**config.mk**
```make
export PLATFORM = sky130hd
export DESIGN_NAME = decode_issue_stage
export DESIGN_NICKNAME = d
export VERILOG_FILES = /design/src/rtl/decode_issue_stage.sv
export SDC_FILE = /design/constraint.sdc
export NUM_CORES = 2
export LEC_CHECK = 0
export CAP_MARGIN = 15
export CORE_ASPECT_RATIO = 0.75
export CORE_MARGIN = 5
export CORE_UTILIZATION = 25
export CTS_CLUSTER_DIAMETER = 200
export DETAILED_ROUTE_END_ITERATION = 7
export GPL_TIMING_DRIVEN = 0
export PLACE_DENSITY_LB_ADDON = 0.15
export SYNTH_ARGS = -nofsm -noshare
export SYNTH_HDL_FRONTEND = slang
export SYNTH_SLANG_ARGS = --single-unit
```
**constraint.sdc**
```tcl
create_clock -name clk -period 4.23 [get_ports clk]
set_clock_uncertainty 0.2 [all_clocks]
set_input_delay 0.846 -clock clk [delete_from_list [all_inputs] [get_ports clk]]
set_output_delay 0.846 -clock clk [all_outputs]
set_load 0.05 [all_outputs]
```
**src/rtl/decode_issue_stage.sv**
```systemverilog
// Decode/issue stage: FIFO instruction buffer, register bank, load scoreboard and ID/EX register.
// Optional macro DECODE_ISSUE_WB_BYPASS_EN forwards same-cycle writeback data to operand reads.
module decode_issue_stage #(
    parameter int PC_WIDTH          = 20,
    parameter int DATA_WIDTH        = 32,
    parameter int INSTRUCTION_WIDTH = 32,
    parameter int REG_ADDR_WIDTH    = 5,
    parameter int FIFO_DEPTH        = 4,
    parameter int LOAD_LATENCY      = 2
) (
    input  logic                          clk,
    input  logic                          rst_n,
    input  logic                          if_valid,
    output logic                          if_ready,
    input  logic [INSTRUCTION_WIDTH-1:0]  if_instruction,
    input  logic [PC_WIDTH-1:0]           if_pc,
    input  logic [REG_ADDR_WIDTH-1:0]     if_rs1,
    input  logic [REG_ADDR_WIDTH-1:0]     if_rs2,
    input  logic                          if_rs1_en,
    input  logic                          if_rs2_en,
    input  logic [REG_ADDR_WIDTH-1:0]     if_rd,
    input  logic                          if_rd_en,
    input  logic                          if_is_load,
    input  logic                          flush,
    input  logic                          wb_write_enable,
    input  logic [REG_ADDR_WIDTH-1:0]     wb_reg_wr_addr,
    input  logic [DATA_WIDTH-1:0]         wb_write_data,
    output logic                          ex_valid,
    input  logic                          ex_ready,
    output logic [INSTRUCTION_WIDTH-1:0]  ex_instruction,
    output logic [PC_WIDTH-1:0]           ex_pc,
    output logic [REG_ADDR_WIDTH-1:0]     ex_rs1,
    output logic [REG_ADDR_WIDTH-1:0]     ex_rs2,
    output logic [REG_ADDR_WIDTH-1:0]     ex_rd,
    output logic                          ex_rd_en,
    output logic                          ex_is_load,
    output logic [DATA_WIDTH-1:0]         ex_data_a,
    output logic [DATA_WIDTH-1:0]         ex_data_b,
    output logic                          stall_out,
    output logic [$clog2(FIFO_DEPTH):0]   fifo_count
);
    localparam int PTR_W    = $clog2(FIFO_DEPTH);
    localparam int NUM_REGS = 2 ** REG_ADDR_WIDTH;
    // The issue cycle is the first advancing cycle, so the counter holds the remaining stall cycles.
    localparam logic [2:0] SB_INIT = 3'(LOAD_LATENCY - 1);

    logic [INSTRUCTION_WIDTH-1:0] buf_instruction [FIFO_DEPTH];
    logic [PC_WIDTH-1:0]          buf_pc          [FIFO_DEPTH];
    logic [REG_ADDR_WIDTH-1:0]    buf_rs1         [FIFO_DEPTH];
    logic [REG_ADDR_WIDTH-1:0]    buf_rs2         [FIFO_DEPTH];
    logic [REG_ADDR_WIDTH-1:0]    buf_rd          [FIFO_DEPTH];
    logic                         buf_rs1_en      [FIFO_DEPTH];
    logic                         buf_rs2_en      [FIFO_DEPTH];
    logic                         buf_rd_en       [FIFO_DEPTH];
    logic                         buf_is_load     [FIFO_DEPTH];

    logic [PTR_W-1:0]      wr_ptr;
    logic [PTR_W-1:0]      rd_ptr;
    logic [PTR_W:0]        count;
    logic [DATA_WIDTH-1:0] bank [NUM_REGS];
    logic [2:0]            sb   [NUM_REGS];

    logic                      head_valid;
    logic                      hazard;
    logic                      push;
    logic                      issue;
    logic                      load_set;
    logic [REG_ADDR_WIDTH-1:0] head_rs1;
    logic [REG_ADDR_WIDTH-1:0] head_rs2;
    logic [REG_ADDR_WIDTH-1:0] head_rd;
    logic [DATA_WIDTH-1:0]     read_a;
    logic [DATA_WIDTH-1:0]     read_b;

    assign head_rs1   = buf_rs1[rd_ptr];
    assign head_rs2   = buf_rs2[rd_ptr];
    assign head_rd    = buf_rd[rd_ptr];
    assign head_valid = (count != '0);
    assign hazard     = (buf_rs1_en[rd_ptr] && head_rs1 != '0 && sb[head_rs1] != 3'd0) ||
                        (buf_rs2_en[rd_ptr] && head_rs2 != '0 && sb[head_rs2] != 3'd0);
    assign if_ready   = (count != (PTR_W + 1)'(FIFO_DEPTH));
    assign push       = if_valid && if_ready && !flush;
    assign issue      = head_valid && !hazard && (!ex_valid || ex_ready) && !flush;
    assign load_set   = issue && buf_is_load[rd_ptr] && buf_rd_en[rd_ptr] && head_rd != '0;
    assign stall_out  = head_valid && hazard;
    assign fifo_count = count;

    always_comb begin
        read_a = (head_rs1 == '0) ? '0 : bank[head_rs1];
        read_b = (head_rs2 == '0) ? '0 : bank[head_rs2];
`ifdef DECODE_ISSUE_WB_BYPASS_EN
        if (wb_write_enable && wb_reg_wr_addr != '0 && wb_reg_wr_addr == head_rs1)
            read_a = wb_write_data;
        if (wb_write_enable && wb_reg_wr_addr != '0 && wb_reg_wr_addr == head_rs2)
            read_b = wb_write_data;
`endif
    end

    // Buffer storage: data only, pointers and count carry validity.
    always_ff @(posedge clk) begin
        if (push) begin
            buf_instruction[wr_ptr] <= if_instruction;
            buf_pc[wr_ptr]          <= if_pc;
            buf_rs1[wr_ptr]         <= if_rs1;
            buf_rs2[wr_ptr]         <= if_rs2;
            buf_rd[wr_ptr]          <= if_rd;
            buf_rs1_en[wr_ptr]      <= if_rs1_en;
            buf_rs2_en[wr_ptr]      <= if_rs2_en;
            buf_rd_en[wr_ptr]       <= if_rd_en;
            buf_is_load[wr_ptr]     <= if_is_load;
        end
    end

    always_ff @(posedge clk) begin
        if (!rst_n || flush) begin
            wr_ptr <= '0;
            rd_ptr <= '0;
            count  <= '0;
        end else begin
            if (push)
                wr_ptr <= wr_ptr + PTR_W'(1);
            if (issue)
                rd_ptr <= rd_ptr + PTR_W'(1);
            case ({push, issue})
                2'b10:   count <= count + (PTR_W + 1)'(1);
                2'b01:   count <= count - (PTR_W + 1)'(1);
                default: count <= count;
            endcase
        end
    end

    // ID/EX register
    always_ff @(posedge clk) begin
        if (!rst_n) begin
            ex_valid       <= 1'b0;
            ex_instruction <= '0;
            ex_pc          <= '0;
            ex_rs1         <= '0;
            ex_rs2         <= '0;
            ex_rd          <= '0;
            ex_rd_en       <= 1'b0;
            ex_is_load     <= 1'b0;
            ex_data_a      <= '0;
            ex_data_b      <= '0;
        end else if (flush) begin
            ex_valid <= 1'b0;
        end else if (issue) begin
            ex_valid       <= 1'b1;
            ex_instruction <= buf_instruction[rd_ptr];
            ex_pc          <= buf_pc[rd_ptr];
            ex_rs1         <= head_rs1;
            ex_rs2         <= head_rs2;
            ex_rd          <= head_rd;
            ex_rd_en       <= buf_rd_en[rd_ptr];
            ex_is_load     <= buf_is_load[rd_ptr];
            ex_data_a      <= read_a;
            ex_data_b      <= read_b;
        end else if (ex_ready) begin
            ex_valid <= 1'b0;
        end
    end

    always_ff @(posedge clk) begin
        if (!rst_n) begin
            for (int i = 0; i < NUM_REGS; i++)
                sb[i] <= 3'd0;
        end else begin
            for (int i = 0; i < NUM_REGS; i++) begin
                if (load_set && head_rd == REG_ADDR_WIDTH'(i))
                    sb[i] <= SB_INIT;
                else if (ex_ready && sb[i] != 3'd0)
                    sb[i] <= sb[i] - 3'd1;
            end
        end
    end

    // Register bank; r0 is never written and always reads zero.
    always_ff @(posedge clk) begin
        if (!rst_n) begin
            for (int i = 0; i < NUM_REGS; i++)
                bank[i] <= '0;
        end else if (wb_write_enable && wb_reg_wr_addr != '0) begin
            bank[wb_reg_wr_addr] <= wb_write_data;
        end
    end

endmodule

```
==> reports/qor.csv <==
metric,value,unit
postCtsHoldBufs,0,
synth.area.top_cells,"edfxtp_1, mux4_2, and2_1",
pre_cts_ws,-2040,ps
timing.slew.headroom,10.5,%
wl_met3,32300,um
synth-seq-cells,1547,
worst_pin_slew,1340,ps
routed.top_layer,met5,
synth_compound_area_share,6.87,%
cts_root_buffer,clkbuf_16,
drive_above_1_share,18.9,%
min_to,ex_instruction[1],
min_path_type,flop to flop,
cp-end-kind,primary output,
grt_usage,21.0,%
synthMuxAreaShare,19.0,%
cts_tree,done,
met2WireLength,146000,um
timing.final.crit_share,112,%
grt_setup_unrepaired,true,
ys.flop_type,edfxtp_1,
clk_pin_slew_worst_paths,60,ps
via_per_inst,5.11,
crit_arrival,3680,ps
setup_violations,16,
maxCapViolCount,0,
crit_fanout,8,
antenna_left,1,
yosysUniqueCellTypes,61,
finalPower,38.1,mW
post-route-min-period,4720,ps
first_pass_iters,5,
start_util,25.2,%
avgSynthCellArea,13.9,sq um
r2r_slack,-120,ps
cts.sinks,1547,
port_buffers,252,
grt_antenna_before_repair,35,
area_delta_synth_final,21.4,%
htree_levels,4,
die_width,652,um
fin_area,0.0938,sq mm
yosys_warnings,0,
crit_path_start_kind,flop,
std_cell_rows,176,
ys_async_sr_fraction,0,%
whs,259,ps
slew_viol_final,0,
dr_total_vias,53200,
synthXorXnorAreaFrac,0.0340,%
drt_iter0_drc,6262,
nets,6322,
wl_per_cell,33.4,um
failed_checks,"antenna violations, negative setup slack",
grt_pass1_wl,463000,um
synth_most_common_cell,edfxtp_1,
numCtsBuffers,189,
drc,0,
hold-path-cell-count,2,
required,3180,ps
met1_length,160000,um
reg2reg_depth,11,
die_area,0.321,sq mm
clk_latency,870,ps
die_height,492,um
synth_top_family_by_area,multiplexers,
grt_pass1_vias,51600,
hpwl,265000,um
synth.top_cell.area_share,54.5,%
overflow,0,
drt-total-wl,348000,um
syn_area,0.0773,sq mm
setup.worst_path.class,flop to primary output,
cts_buffer_depth,4,
synth_fa_ha_area_share,1.14,%
yosys.area.top_type,edfxtp_1,
synth_edf_count,1404,
synth_cells,5576,
seq_area_frac_synth,58.2,%
yosys.area_share.simple,11.4,%
fp.coreArea,0.307,sq mm
grt_max_degree,48,
finalWeightedCongestion,0.917,
hold_viol,0,
setup_slack,-495,ps
p_leak,32.2,nW
min_from,ex_instruction[1],
rr_endpoint,ex_data_b[18],
peakVddDrop,0.322,mV
place_area,0.0867,sq mm
io_pins,253,
powerDensity,406,mW/mm^2
clock.fmax,212,MHz
synth_common_cells,"edfxtp_1, and2_1, mux2i_1, nand2_1, clkbuf_1",
status,finished with violations,
-- worst max-delay path: stages (launching register included) --
cell and delay (ps):
dfxtp_4 390, buf_12 130, mux4_2 670, buf_8 210, mux2i_2 170, a22oi_1 90, a211o_1 320, and4_4 190
buf_12 150, clkbuf_16 160, a21oi_4 150, buf_6 170
-- per-layer routing --
metal	GRT usage, %	vias to the layer above
met4	5.16	2
met5	0	-
met3	5.59	341
met1	31.0	28200
met2	30.2	2353
li1	-	22300
-- what timing repair did --
item / 4_1_cts / 5_1_grt
setup endpoints to repair: 554 / 73
hold endpoints to repair: 0 / 0
gates cloned: 2 / 0
pin swaps: 19 / 14
setup buffers: 21 / 6
gates resized for setup: 258 / 79
-- through the flow --
| step | cells | setup TNS, ps | utilization (%) |
|---|---|---|---|
| 2_1_floorplan | 5607 | -17370 | - |
| 3_3_place_gp | 9953 | -4208760 | 27.7 |
| 3_5_place_dp | 10000 | -1159280 | 28.2 |
| 4_1_cts | 10400 | -541 | 30.4 |
| 5_1_grt | 10400 | -906 | 30.5 |
| 6_report | 10400 | -1110 | 30.5 |
-- area by class of cell --
cell class                 count  area [sq um]
timing repair buffer         348          4180
clock inverter                70           487
tap                         4094          5120
inverter                     107           409
fill                       30700        213000
multi-input combinational   3427         30800
antenna                       38          95.1
buffer                       518          2540
clock buffer                 262          5130
sequential                  1547         45000
-- layout by cell type, fill, tap and decap left out, types with 17 or more instances in the layout --
cell type and n:
a2111oi_0 32, a211oi_1 32, a21o_1 22, a21oi_1 63, a21oi_2 38, a22oi_1 131, a22oi_2 23, a31oi_1 48
a41oi_1 17, and2_1 996, buf_12 29, buf_16 22, buf_2 62, buf_4 55, buf_8 19, clkbuf_1 365
clkbuf_16 192, clkbuf_2 72, clkdlybuf4s50_1 251, clkinv_1 33, clkinv_2 23, conb_1 32, dfxtp_1 142, diode_2 38
edfxtp_1 1404, ha_1 68, inv_1 106, mux2_1 56, mux2_2 116, mux2i_1 423, mux4_2 379, nand2_1 400
nor2_1 77, nor3_1 35, o211ai_1 162, o21ai_0 25, o21ai_1 17, o21ai_4 28
-- worst max-delay path by stage --
| stage | endpoint | slack [ps] | depth (start not counted) |
|---|---|---|---|
| CTS | stall_out | -540 | 11 |
| floorplan | bank[25][0] | -270 | 4 |
| detailed placement | fifo_count[2] | -2040 | 17 |
| global route | stall_out | -610 | 11 |
| global placement | bank[26][4] | -5130 | 5 |
| finish | stall_out | -490 | 11 |
-- kinds of logic (layout without fill, tap and decap cells) --
| kind of cell | after synthesis | after routing |
|---|---|---|
| simple gates | 1606 | 1606 |
| buf+inv | 633 | 1305 |
| other cells | 1 | 70 |
| fa+ha+maj | 70 | 70 |
| mux | 975 | 975 |
| flops | 1547 | 1547 |
| compound gates | 741 | 741 |
| xor+xnor | 3 | 3 |
-- where the power goes --
group          leakage [nW]  internal, mW  switching (mW)
logic                  14.9          1.64            3.16
registers              14.5          17.4           0.401
clock network          2.74          8.73            6.72
total                  32.2          27.8            10.3
-- sequential cells by signal (all words and copies together) (netlist names), 2 cells and up, named ones only --
signal and cells:
ex_pc 20, ex_data_b 32, wr_ptr 2, buf_pc 80
buf_rs1 20, ex_rs2 5, ex_rd 5, buf_rs2_en 4
buf_rd 20, buf_is_load 4, sb 96, buf_instruction 128
buf_rs2 20, buf_rd_en 4, rd_ptr 2, ex_rs1 5
bank 1024, ex_instruction 32, ex_data_a 32, buf_rs1_en 4
fifo_count 3
Power figures use the tool's default switching activity.
